[config.mk]
export PLATFORM = sky130hd
export DESIGN_NAME = adc_sample_avg
export DESIGN_NICKNAME = d
export VERILOG_FILES = /design/src/rtl/adc_sample_avg.sv
export SDC_FILE = /design/constraint.sdc
export NUM_CORES = 1
export LEC_CHECK = 0
export CAP_MARGIN = 20
export CORE_MARGIN = 1.5
export CORE_UTILIZATION = 46
export CTS_CLUSTER_DIAMETER = 60
export DETAILED_ROUTE_END_ITERATION = 12
export PLACE_DENSITY_LB_ADDON = 0.3
export REMOVE_ABC_BUFFERS = 1
export SYNTH_ARGS = -nofsm -noshare
export SYNTH_HDL_FRONTEND = slang
export SYNTH_SLANG_ARGS = --single-unit
[constraint.sdc]
create_clock -name clk_i -period 1.8 [get_ports clk_i]
set_clock_uncertainty 0.1 [all_clocks]
set_input_delay 0.18 -clock clk_i [delete_from_list [all_inputs] [get_ports clk_i]]
set_output_delay 0.18 -clock clk_i [all_outputs]
set_load 0.01 [all_outputs]
[src/rtl/adc_sample_avg.sv]
// -----------------------------------------------------------------------------
// adc_sample_avg
//
// Front-end averager between the external temperature ADC and the fan
// controller. The asynchronous conversion-ready level is brought into the clk_i
// domain through a three-flop chain. Each rising edge of that level yields one
// accept pulse, on which the ADC word is captured. A power-of-two window of
// samples is summed and the truncated mean is presented with a one-cycle
// data-valid strobe. A watchdog raises a sticky flag when the ADC stops
// delivering samples while a window is being collected.
//
// Ports:
//   clk_i            system clock, rising edge
//   rst_i            asynchronous active-high reset
//   enable_i         synchronous run enable; low returns the block to IDLE
//   adc_value_i      ADC conversion result, stable around the ready edge
//   adc_rdy_i        asynchronous conversion-done level from the ADC
//   avg_value_o      registered window mean
//   dataVaild_STRB_o one-cycle strobe, avg_value_o is new in this cycle
//   timeout_o        sticky watchdog flag, cleared by the next accepted sample
// -----------------------------------------------------------------------------
module adc_sample_avg #(
    parameter int ADC_BITWIDTH = 4,
    parameter int AVG_LOG2     = 2,
    parameter int TIMEOUT      = 100
) (
    input  logic                    clk_i,
    input  logic                    rst_i,
    input  logic                    enable_i,
    input  logic [ADC_BITWIDTH-1:0] adc_value_i,
    input  logic                    adc_rdy_i,
    output logic [ADC_BITWIDTH-1:0] avg_value_o,
    output logic                    dataVaild_STRB_o,
    output logic                    timeout_o
);

    // The accumulator is wide enough to hold a full window of maximum-valued
    // samples, so the sum never wraps.
    localparam int ACC_W = ADC_BITWIDTH + AVG_LOG2;
    localparam int CNT_W = (AVG_LOG2 > 0) ? AVG_LOG2 : 1;
    localparam int WD_W  = $clog2(TIMEOUT + 1);

    localparam logic [CNT_W-1:0] LAST_CNT = CNT_W'((1 << AVG_LOG2) - 1);
    localparam logic [WD_W-1:0]  WD_LAST  = WD_W'(TIMEOUT - 1);

    typedef enum logic [1:0] {
        IDLE  = 2'd0,
        ACCUM = 2'd1,
        EMIT  = 2'd2
    } state_t;

    state_t            state, state_nxt;

    logic              rdy_sync1, rdy_sync2, rdy_sync3;
    logic              accept;

    logic [ACC_W-1:0]  acc, acc_nxt;
    logic [ACC_W-1:0]  sum;
    logic [CNT_W-1:0]  cnt, cnt_nxt;
    logic [WD_W-1:0]   wd_cnt, wd_nxt;
    logic [ADC_BITWIDTH-1:0] avg_nxt;
    logic              strobe_nxt;
    logic              timeout_nxt;

    // Mean of a full window: plain right shift, fractional bits dropped.
    function automatic logic [ADC_BITWIDTH-1:0] trunc_mean(input logic [ACC_W-1:0] total);
        return ADC_BITWIDTH'(total >> AVG_LOG2);
    endfunction

    // Ready synchroniser, clocked in every state so the edge detector never
    // sees a stale level when the block is re-enabled.
    always_ff @(posedge clk_i or posedge rst_i) begin
        if (rst_i) begin
            rdy_sync1 <= 1'b0;
            rdy_sync2 <= 1'b0;
            rdy_sync3 <= 1'b0;
        end else begin
            rdy_sync1 <= adc_rdy_i;
            rdy_sync2 <= rdy_sync1;
            rdy_sync3 <= rdy_sync2;
        end
    end

    // One pulse per rising edge of the synchronised ready level. The data word
    // is sampled directly on this cycle: the ADC holds it stable long enough
    // that it has settled by the time the ready edge has crossed the chain.
    assign accept = rdy_sync2 & ~rdy_sync3;

    assign sum = acc + ACC_W'(adc_value_i);

    always_ff @(posedge clk_i or posedge rst_i) begin
        if (rst_i) begin
            state            <= IDLE;
            acc              <= '0;
            cnt              <= '0;
            wd_cnt           <= '0;
            avg_value_o      <= '0;
            dataVaild_STRB_o <= 1'b0;
            timeout_o        <= 1'b0;
        end else begin
            state            <= state_nxt;
            acc              <= acc_nxt;
            cnt              <= cnt_nxt;
            wd_cnt           <= wd_nxt;
            avg_value_o      <= avg_nxt;
            dataVaild_STRB_o <= strobe_nxt;
            timeout_o        <= timeout_nxt;
        end
    end

    always_comb begin
        state_nxt   = state;
        acc_nxt     = acc;
        cnt_nxt     = cnt;
        wd_nxt      = wd_cnt;
        avg_nxt     = avg_value_o;
        strobe_nxt  = 1'b0;
        timeout_nxt = timeout_o;

        unique case (state)
            IDLE: begin
                acc_nxt     = '0;
                cnt_nxt     = '0;
                wd_nxt      = '0;
                timeout_nxt = 1'b0;
                if (enable_i) begin
                    state_nxt = ACCUM;
                end
            end

            // EMIT lasts a single cycle but keeps collecting, so a sample that
            // lands while the strobe is up starts the next window.
            ACCUM, EMIT: begin
                if (state == EMIT) begin
                    state_nxt = ACCUM;
                end
                if (accept) begin
                    wd_nxt      = '0;
                    timeout_nxt = 1'b0;
                    if (cnt == LAST_CNT) begin
                        avg_nxt    = trunc_mean(sum);
                        strobe_nxt = 1'b1;
                        acc_nxt    = '0;
                        cnt_nxt    = '0;
                        state_nxt  = EMIT;
                    end else begin
                        acc_nxt = sum;
                        cnt_nxt = cnt + CNT_W'(1);
                    end
                end else if (state == ACCUM) begin
                    // Expiry discards the partial window but keeps collecting.
                    if (wd_cnt >= WD_LAST) begin
                        timeout_nxt = 1'b1;
                        acc_nxt     = '0;
                        cnt_nxt     = '0;
                        wd_nxt      = '0;
                    end else begin
                        wd_nxt = wd_cnt + WD_W'(1);
                    end
                end
            end

            default: begin
                state_nxt = IDLE;
            end
        endcase

        // Disable wins over everything; the strobe already registered for an
        // EMIT cycle still completes because it lives in its own flop.
        if (!enable_i) begin
            state_nxt   = IDLE;
            acc_nxt     = '0;
            cnt_nxt     = '0;
            wd_nxt      = '0;
            avg_nxt     = avg_value_o;
            strobe_nxt  = 1'b0;
            timeout_nxt = 1'b0;
        end
    end

endmodule

After elaboration in Yosys (flattened, before gate mapping)
Cells that the tools add are included.
{"block": "totals", "register_bits": 26, "input_bits": 8, "output_inout_bits": 6}
{"block": "op_classes", "n_addsub": 3, "magnitude_cmp": 1, "eq_ne": 6, "muxes": 31, "bitwise": 2, "n_reduce_logical": 5}
{"cell": "6-bit two-way mux", "n": 5}
{"cell": "7-bit two-way mux", "n": 4}
{"cell": "2-bit two-way mux", "n": 9}
{"cell": "7-bit one-hot mux with 2 select lines", "n": 1}
{"cell": "6-bit one-hot mux with 2 select lines", "n": 1}
{"cell": "1-bit two-way mux", "n": 8}
{"cell": "4-bit != test (second input constant)", "n": 2}
{"cell": "2-bit one-hot mux with 2 select lines", "n": 2}
{"cell": "7-bit by 1-bit adder with 7-bit output (second input constant)", "n": 1}
{"cell": "7-bit greater-or-equal comparator (second input constant)", "n": 1}
{"cell": "6-bit by 4-bit adder with 6-bit output", "n": 1}
{"cell": "2-bit == test (second input constant)", "n": 2}
{"cell": "4-bit AND reduction", "n": 1}
{"cell": "3-bit by 1-bit != test with 1-bit output (second input constant)", "n": 1}
{"cell": "3-bit AND reduction", "n": 1}
{"cell": "2-bit by 1-bit adder with 2-bit output (second input constant)", "n": 1}
{"cell": "2-bit by 1-bit == test with 1-bit output (second input constant)", "n": 1}
{"cell": "2-bit logical NOT", "n": 1}
{"cell": "1-bit one-hot mux with 2 select lines", "n": 1}
{"cell": "2-bit AND reduction", "n": 1}
{"cell": "2-bit OR reduction", "n": 1}
{"cell": "1-bit bitwise AND", "n": 1}
{"cell": "1-bit inverter", "n": 1}

Logic depth before layout (Yosys ltp)
Gate-level depths: netlist (run 1).
{"block": "logic_depth", "word_depth": 6, "mapped_depth": 7}

Worst setup path before layout (run 1)
OpenSTA, ideal clock, no wires.
{"block": "synth_timing", "path_kind": "reg-to-reg", "from": "register wd_cnt[0]", "to": "register timeout_o", "setup_time_ns": 0.121, "arrival_time_ns": 1.592, "required_time_ns": 1.579, "path_slack_ns": -0.013, "stages_incl_launch_ff": 6, "path_buffers": 0, "period_less_slack_ns": 1.813, "path_cell_list": "dfrtp_1 > ha_1 > a211o_1 > o311ai_4 > a21oi_2 > o22a_1"}
{"block": "synth_between", "elab_chain_cells": 3}
{"element": "from (decl)", "line_no": "60", "rtl": "logic [WD_W-1:0] wd_cnt, wd_nxt;"}
{"element": "from (signal assigned)", "line_no": "104", "rtl": "wd_cnt <= wd_nxt;"}
{"element": "7-bit greater-or-equal comparator", "line_no": "152", "rtl": "if (wd_cnt >= WD_LAST) begin"}
{"element": "4-bit != test (no source line)"}
{"element": "3-bit AND reduction (no source line)"}
{"element": "to (signal assigned)", "line_no": "107", "rtl": "timeout_o <= timeout_nxt;"}
{"element": "to (decl)", "line_no": "34", "rtl": "output logic timeout_o"}
No other way between the ends.
A chain may end at the register's enable or synchronous reset.

Worst setup path in the final report (run 1)
{"block": "layout_timing", "from": "register wd_cnt[1]", "to": "register acc[3]"}
{"block": "layout_between", "elab_chain_cells": 3}
{"element": "7-bit greater-or-equal comparator", "line_no": "152"}
{"element": "4-bit != test (no source line)"}
{"element": "3-bit AND reduction (no source line)"}
{"element": "to (signal assigned)", "line_no": "102", "rtl": "acc <= acc_nxt;"}
{"element": "to (decl)", "line_no": "57", "rtl": "logic [ACC_W-1:0] acc, acc_nxt;"}
No other way between the ends.

==> qor.txt, run 1 <==
Syn_area_per_cell = 11.2 um^2
GRT overflow = 0
Register share of total power = 59.8%
Vias in the first global route = 1097
Max Clk Rate = 0.545 GHz
Drt pass-1 iters = 5
Design area = 1860 um^2
Largest net degree at the start of global routing = 27
Mapped Area = 1390 um^2
RSZ-0062 raised after global routing = true
Core region area = 2810 um^2
Peak VDD IR = 0.407 mV
Top-count cell post-synth = dfrtp_1
ANT cells = 0
Setup violations, final = 6
Post-Syn Instances = 125
WP depth = 5
Final hold violation count = 0
H-tree Lvls = 1
Post-synth EDFFs = 0
Sw frac = 25.5%
Synth top area share = 46.7%
FF-to-FF path depth = 5
Final setup margin = -35.3 ps
DP Area = 1680 um^2
Initial DRC count = 29
Routed Wire Length = 2880 um
Sink Count = 26
Clock power frac = 23.8%
Drt drc = 0
Clk pin slew, worst setup/hold paths = 140 ps
Area delta synth->final = 33.6%
Synth area leader = dfrtp_1
Post-DP HPWL = 2000 um
Nets@finish = 181
Hold Slack = 87.6 ps
Worst-Skew Late Latency = 320 ps
CTS Buf Count = 3
CP Cell Sequence = ha_2, a211o_1, o311a_1, o21ai_4, a22o_1
Critical path arrival = 1990 ps
Die Y = 58.0 um
Dominant synthesized flop cell = dfrtp_1
Leak pwr = 0.848 nW
Failing checks = negative setup slack
Vias per cell = 5.66
Seq/Total Area, Yosys = 46.7%
Logic pwr share = 16.4%
Slew Limit Headroom = 74.9%
Sw power = 0.260 mW
Post-synth top cells = dfrtp_1 (26), nand2_1 (11), ha_1 (9), inv_1 (9)
Crit path required time = 1960 ps
Top delay family on crit path = compound AO/OA/AOI/OAI gates
TritonCTS clock tree = done
First-pass GRT wire length = 4930 um
Pwr dens = 548 nW/um^2
Root Buffer = clkbuf_4
Setup crit start kind = register
GR Util All Layers = 18.8%
Buf+Inv Stages, Crit Path = 0
Synthesis-stage register bit count = 26
Crit path kind = reg2reg
Initial antenna violation count = 0
Final Max Slew Viols = 0
Synth async-reset ratio = 100%
Final ANT Viol Nets = 0
Routability cong. = 0.820
Layout cells sized above 1 = 34.8%
Max clock buf depth = 2
Die X = 58.0 um
Final setup TNS = -139 ps
Internal power = 0.760 mW
Overall power = 1.02 mW
Synth warnings = 0
Final Cycle Share = 102%
Number of max-cap violations = 0
Initial Util = 49.7%
Slowest CP cell = dfrtp_1
Io pins = 14
Die Area = 3370 um^2
Worst setup EP type = register
Actual slew at the worst max-slew pin = 376 ps
Port buffer count = 13
Row count = 19
CP max FO = 5
Final min period = 1840 ps
Status = complete, but fails checks
Worst Hold Class = in2async
Netlist cell types = 46
Routed WL per cell = 15.0 um
DP Worst Slack = -320 ps
DR vias = 1087
CP peak stage delay = 420 ps
Top cells by area, synth = dfrtp_1 (47%), ha_1 (8.1%), nand2_1 (3.0%)
-- final cells by class --
| class | count | area [um^2] |
|---|---|---|
| Tap cell | 31 | 38.8 |
| Timing Repair Buffer | 35 | 299 |
| Inverter | 9 | 33.8 |
| Multi-Input combinational cell | 88 | 817 |
| Clock buffer | 3 | 22.5 |
| Sequential cell | 26 | 651 |
| Fill cell | 216 | 943 |
-- worst paths after layout --
| check | from | to | slack, ps |
|---|---|---|---|
| max in group asynchronous | rst_i | wd_cnt[4]$_DFFE_PP0P_ | 1240 |
| hold reg to reg | rdy_sync1$_DFF_PP0_ | rdy_sync2$_DFF_PP0_ | 270 |
| hold / removal | rst_i | rdy_sync2$_DFF_PP0_ | 90 |
| setup reg to reg | wd_cnt[1]$_DFFE_PP0P_ | acc[3]$_DFFE_PP0P_ | -40 |
| setup / recovery | wd_cnt[1]$_DFFE_PP0P_ | acc[3]$_DFFE_PP0P_ | -40 |
| min in group clk_i | adc_rdy_i | rdy_sync1$_DFF_PP0_ | 180 |
-- logic make-up (layout without fill, tap and decap cells) --
| logic type | count (synthesis) | after routing | synth area share [%] |
|---|---|---|---|
| fa+ha+maj | 10 | 10 | 9.52 |
| buf+inv | 11 | 47 | 3.50 |
| flops | 26 | 26 | 46.7 |
| xor+xnor | 4 | 4 | 2.51 |
| compound gates | 34 | 34 | 20.3 |
| simple gates | 37 | 37 | 15.2 |
| mux | 3 | 3 | 2.33 |
-- worst min-delay path, delay by kind of cell --
family,cells,cell delay [ps]
buf+inv,3,750
-- state kept, by name, summed over array words and instances (netlist names) --
| signal | cells |
|---|---|
| wd_cnt | 7 |
| acc | 6 |
| timeout_o | 1 |
| dataVaild_STRB_o | 1 |
| cnt | 2 |
| rdy_sync3 | 1 |
| rdy_sync2 | 1 |
| state | 2 |
| avg_value_o | 4 |
| rdy_sync1 | 1 |
-- cell usage in the layout, fill, tap and decap left out, types with 3 or more instances in the layout --
cell type,n
dfrtp_1,26
buf_4,21
clkdlybuf4s50_1,13
nand2_1,10
inv_1,7
ha_1,6
nand3_1,4
a22o_1,4
nor2_1,4
nand2b_1,3
and3_1,3
a21oi_1,3
xnor2_1,3
o21ai_0,3
o21ai_1,3
clkbuf_4,3
-- per-stage QoR --
step,instances,utilization (%)
floorplan,123,-
global placement,184,59.7
CTS,189,62.9
global route,192,66.4
finish,192,66.4
detailed placement,184,59.7
-- per-layer routing --
layer  global-route usage [%]  vias to the layer above  share of wire [%]
met3                     2.68                        4                2.7
li1                         -                      526                  -
met2                     31.7                       13                 51
met4                     4.98                        0               0.90
met1                     25.4                      544                 45
met5                        0                        -                  0
-- repair_timing --
action | CTS | global route
endpoints found under the setup margin | 16 | 20
resized for setup | 9 | 17
buffers inserted | 2 | 3
pin swaps | 6 | 13
hold buffers | 0 | 0
hold endpoints to repair | 0 | 0
-- power by group through the flow --
stage / sequential, mW / combinational [mW] / clock [mW]
floorplan: 0.621 / 0.0754 / 0
global placement: 0.620 / 0.134 / 0
detailed placement: 0.621 / 0.139 / 0
CTS: 0.610 / 0.152 / 0.253
global route: 0.613 / 0.183 / 0.269
finish: 0.610 / 0.167 / 0.243
Power figures use the tool's default switching activity.
==> run 2: changes to the inputs <==
--- a/config.mk
+++ b/config.mk
@@ -6,6 +6,7 @@
 export NUM_CORES = 1
 export LEC_CHECK = 0
 export CAP_MARGIN = 20
+export CORE_ASPECT_RATIO = 0.75
 export CORE_MARGIN = 1.5
 export CORE_UTILIZATION = 46
 export CTS_CLUSTER_DIAMETER = 60
==> run 2 against run 1 <==
Compared with the run above: the flow still finishes with violations (negative setup slack); maximum frequency rose by 1.3%; combinational power rose by 8%; count of clock-buffer cells in the layout did not move; power rose by 9.3%; hold slack improved by 68 ps; sequential share of layout area fell by 1.3 points; die area rose by 0.10%; critical path depth did not move; sequential power barely moved; first-iteration DRC count rose to 2.6 times the previous value; via count rose by 2.9%; largest cell class unchanged; largest power group unchanged.
==> qor.txt, run 2 (synthesis gave the netlist of run 1 again) <==
Routed WL per cell = 15.1 um
H-tree Lvls = 1
CP max FO = 5
GRT overflow = 0
Top Registers = wd_cnt x7, acc x6, avg_value_o x4
Design area = 1930 um^2
Peak VDD IR = 0.484 mV
DR vias = 1118
Setup violations, final = 2
Final Cycle Share = 101%
Buf+Inv Stages, Crit Path = 0
Sink Count = 26
Routability cong. = 0.862
ANT cells = 0
Metal3 WL = 148 um
Post-DP HPWL = 2280 um
Hold Slack = 156 ps
Die X = 66.6 um
RSZ-0062 raised after global routing = true
GR Util All Layers = 21.0%
Fin util = 66.4%
Commonest non-fill, non-tap cell in the layout = dfrtp_1
Critical path arrival = 1920 ps
Top delay family on crit path = compound AO/OA/AOI/OAI gates
First-pass GRT wire length = 5320 um
Die Area = 3370 um^2
TritonCTS clock tree = done
CP Cell Sequence = ha_2, a211o_1, o311a_1, o21ai_4, a22o_1
Largest net degree at the start of global routing = 27
Status = complete, but fails checks
Initial DRC count = 75
DP Area = 1740 um^2
Final hold violation count = 0
Fill cell count = 214
Number of max-cap violations = 0
Failing checks = negative setup slack
CP peak stage delay = 410 ps
Clk pin slew, worst setup/hold paths = 90 ps
Final min period = 1810 ps
Top layer in use = met4
DR WL met2 = 1450 um
Crit path kind = reg2reg
Slowest CP cell = dfrtp_1
Max reg flops = 7
Drt pass-1 iters = 4
Inst Count DP = 198
Area delta synth->final = 38.8%
Worst Hold Class = in2async
Final Max Slew Viols = 0
CTS Buf Count = 3
Port buffer count = 13
Crit path required time = 1910 ps
Nets@finish = 187
Core region area = 2910 um^2
Non-Filler Instances = 205
Root Buffer = clkbuf_8
Layout cells sized above 1 = 36.5%
DP Worst Slack = -285 ps
Initial antenna violation count = 0
Worst setup EP type = register
Largest reg by FF count = wd_cnt
Setup crit start kind = register
Final ANT Viol Nets = 0
Io pins = 14
Leak pwr = 0.875 nW
Final setup margin = -12.0 ps
Vias in the first global route = 1150
Pwr dens = 577 nW/um^2
Met1 wire length = 1460 um
Row count = 17
Most frequent cells in the layout = dfrtp_1 (26), buf_4 (25), clkdlybuf4s50_1 (13)
Initial Util = 47.8%
Worst-Skew Late Latency = 270 ps
Routed Wire Length = 3090 um
Vias per cell = 5.45
Actual slew at the worst max-slew pin = 327 ps
Drt drc = 0
Slew Limit Headroom = 78.2%
Max Clk Rate = 0.552 GHz
Max clock buf depth = 2
Die Y = 50.7 um
[run 2: area by class of cell]
cell class | count | area (um^2) | area share [%]
multi-input combinational | 88 | 810 | 41.8
sequential | 26 | 651 | 33.6
timing repair buffer | 41 | 352 | 18.2
tap | 38 | 47.5 | 2.46
clock buffer | 3 | 41.3 | 2.13
inverter | 9 | 33.8 | 1.75
[run 2: power by group]
group	switching (mW)	internal [mW]	total, mW
clock network	0.173	0.150	0.323
logic	0.0877	0.0927	0.180
registers	0.0138	0.598	0.612
total	0.275	0.841	1.12
[run 2: per-layer routing]
layer  global-route usage (%)  vias up
met5                        0        -
met4                     8.50        0
met3                     5.83        7
met2                     31.5       29
met1                     28.8      541
li1                         -      541
[run 2: path summary, 6_finish.rpt]
kind,startpoint,to,slack (ps),depth (start not counted)
max,wd_cnt[0]$_DFFE_PP0P_,acc[0]$_DFFE_PP0P_,-10,5
max in group asynchronous,rst_i,avg_value_o[3]$_DFFE_PP0P_,1200,3
min reg2reg,rdy_sync1$_DFF_PP0_,rdy_sync2$_DFF_PP0_,270,0
max reg2reg,wd_cnt[0]$_DFFE_PP0P_,acc[0]$_DFFE_PP0P_,-10,5
min,rst_i,timeout_o$_DFFE_PP0P_,160,3
min in group clk_i,adc_rdy_i,rdy_sync1$_DFF_PP0_,250,1
[run 2: timing repair]
action	in CTS	in global routing
setup buffers	1	3
hold buffers	0	0
setup endpoints to repair	9	20
pin swaps	1	15
resized for setup	7	20
[run 2: worst reg2reg max path, stage by stage, from the launching register on]
cell and delay [ps]:
dfrtp_1 410, ha_2 180, a211o_1 270, o311a_1 370, o21ai_4 240, a22o_1 190
[run 2: per-stage QoR]
stage / power, mW / TNS [ps]
6_report: 1.12 / -16.6
5_1_grt: 1.16 / -482
4_1_cts: 1.10 / -85.0
3_5_place_dp: 0.772 / -1720
3_3_place_gp: 0.765 / -1250
2_1_floorplan: 0.696 / -12.9
==> run 3: changes to the inputs <==
--- a/config.mk
+++ b/config.mk
@@ -11,6 +11,7 @@
 export CORE_UTILIZATION = 46
 export CTS_CLUSTER_DIAMETER = 60
 export DETAILED_ROUTE_END_ITERATION = 12
+export GPL_TIMING_DRIVEN = 0
 export PLACE_DENSITY_LB_ADDON = 0.3
 export REMOVE_ABC_BUFFERS = 1
 export SYNTH_ARGS = -nofsm -noshare
==> constraint.sdc (replaced) <==
create_clock -name clk_i -period 1.8 [get_ports clk_i]
set_clock_uncertainty 0.1 [all_clocks]
set_input_delay 0.18 -clock clk_i [delete_from_list [all_inputs] [get_ports clk_i]]
set_output_delay 0.18 -clock clk_i [all_outputs]
set_load 0.005 [all_outputs]
==> run 3 against run 2 <==
Compared with the run above: the flow still finishes with violations (negative setup slack); first-iteration DRC count fell by 44%; largest power group unchanged; die area unchanged; count of clock-buffer cells in the layout stayed put; maximum frequency decreased by 2.8%; worst setup slack worse by 53 ps; combinational power decreased by 13%; critical path type unchanged.
==> qor.txt, run 3 (synthesis gave the netlist of run 1 again) <==
Vias per cell = 5.76
RSZ-0062 raised after global routing = true
Clock power frac = 38.8%
GRT overflow = 0
Die X = 66.6 um
Register share of total power = 48.8%
Clk pin slew, worst setup/hold paths = 90 ps
Top Registers = wd_cnt x7, acc x6, avg_value_o x4
Drt pass-1 iters = 4
Largest reg by FF count = wd_cnt
Pwr dens = 689 nW/um^2
Final min period = 1860 ps
Logic pwr share = 12.4%
Die Y = 50.7 um
Final setup TNS = -505 ps
GR Util All Layers = 18.3%
Nets@finish = 165
Critical Path End = acc[4]$_DFFE_PP0P_
Inst Count DP = 174
Routed Wire Length = 2780 um
Root Buffer = clkbuf_8
Drt drc = 0
Failing checks = negative setup slack
Die Area = 3370 um^2
ANT cells = 0
Setup crit start kind = register
Leak pwr = 0.775 nW
Worst R2R Start = wd_cnt[0]$_DFFE_PP0P_
H-tree Lvls = 1
Critical path arrival = 1960 ps
Final Max Slew Viols = 0
Sw power = 0.283 mW
Routability cong. = 0.855
Design area = 1820 um^2
Initial Util = 47.8%
Io pins = 14
DP Area = 1560 um^2
Worst-Skew Late Latency = 280 ps
Layout cells sized above 1 = 26.7%
Most frequent cells in the layout = dfrtp_1 (26), clkdlybuf4s50_1 (13), nand2_1 (10)
Vias in the first global route = 1020
Slew Limit Headroom = 63.2%
Core region area = 2910 um^2
Sink Count = 26
Commonest non-fill, non-tap cell in the layout = dfrtp_1
Crit path kind = reg2reg
CTS Hold Bufs = 0
Worst Setup SP = wd_cnt[0]$_DFFE_PP0P_
Slowest CP cell = dfrtp_1
Row count = 17
Initial DRC count = 42
Non-Filler Instances = 184
Worst Hold Class = in2async
Area delta synth->final = 30.6%
First-pass GRT wire length = 4660 um
Status = complete, but fails checks
FF-to-FF End = acc[4]$_DFFE_PP0P_
Overall power = 1.25 mW
CP peak stage delay = 430 ps
Number of max-cap violations = 0
Post-DP HPWL = 1850 um
Actual slew at the worst max-slew pin = 551 ps
Internal power = 0.971 mW
Worst setup EP type = register
Final Cycle Share = 104%
Max reg flops = 7
Initial antenna violation count = 0
Largest net degree at the start of global routing = 27
Final setup margin = -64.9 ps
DR vias = 1060
Max Clk Rate = 0.536 GHz
Final ANT Viol Nets = 0
Setup violations, final = 14
Crit path required time = 1900 ps
Max clock buf depth = 2
CP Cell Sequence = buf_6, a211o_4, o311ai_4, a21oi_4, a31oi_2
Peak VDD IR = 0.484 mV
TritonCTS clock tree = done
CP max FO = 6
Final hold violation count = 0
Reg2reg setup slack = -60 ps
CTS Buf Count = 3
Routed WL per cell = 15.1 um
Sw frac = 22.5%
Port buffer count = 13
FF-to-FF path depth = 5
[run 3: worst min path at each step]
| stage | start | endpoint | depth (start not counted) |
|---|---|---|---|
| floorplan | adc_rdy_i | rdy_sync1$_DFF_PP0_ | 0 |
| global placement | rdy_sync1$_DFF_PP0_ | rdy_sync2$_DFF_PP0_ | 0 |
| detailed placement | rdy_sync1$_DFF_PP0_ | rdy_sync2$_DFF_PP0_ | 0 |
| CTS | adc_rdy_i | rdy_sync1$_DFF_PP0_ | 1 |
| global route | rst_i | avg_value_o[3]$_DFFE_PP0P_ | 2 |
| finish | rst_i | acc[5]$_DFFE_PP0P_ | 2 |
[run 3: metal layers]
metal	GRT usage (%)	up-vias	wire [um]
met3	4.04	9	133
met2	27.7	38	1270
met4	6.12	0	47
met1	25.9	517	1320
met5	0	-	0
li1	-	496	-
[run 3: stage by stage]
stage	util [%]	worst slack [ps]	hold slack [ps]
after CTS	58.1	-44.4	233
after global placement	53.4	-317	242
after global routing	62.5	-122	196
after floorplan	-	-12.9	111
final	62.5	-64.9	137
after detailed placement	53.4	-329	240
[run 3: repair_timing]
action | 4_1_cts | 5_1_grt
setup endpoints to repair | 18 | 19
pin swaps | 9 | 11
gates resized for setup | 10 | 16
gates cloned | 0 | 0
setup buffers | 2 | 3
[run 3: worst max-delay path: cells and delay by family, from the launching register on]
family	cells	cell delay, ps
DFF	1	430
buffers and inverters	1	140
AOI/OAI and AO/OA	4	1100
[run 3: cell type report]
| type | count | area, um^2 |
|---|---|---|
| clock inverter | 1 | 30.0 |
| timing repair buffer | 19 | 190 |
| tap | 38 | 47.5 |
| inverter | 9 | 33.8 |
| fill | 206 | 1090 |
| multi-input combinational | 88 | 827 |
| sequential | 26 | 651 |
| clock buffer | 3 | 41.3 |
[run 3: power by group through the flow]
| stage | clock network [mW] | logic (mW) | registers (mW) |
|---|---|---|---|
| 2_1_floorplan | 0 | 0.0754 | 0.620 |
| 3_3_place_gp | 0 | 0.113 | 0.621 |
| 3_5_place_dp | 0 | 0.118 | 0.623 |
| 4_1_cts | 0.492 | 0.134 | 0.610 |
| 5_1_grt | 0.507 | 0.170 | 0.614 |
| 6_report | 0.486 | 0.156 | 0.612 |
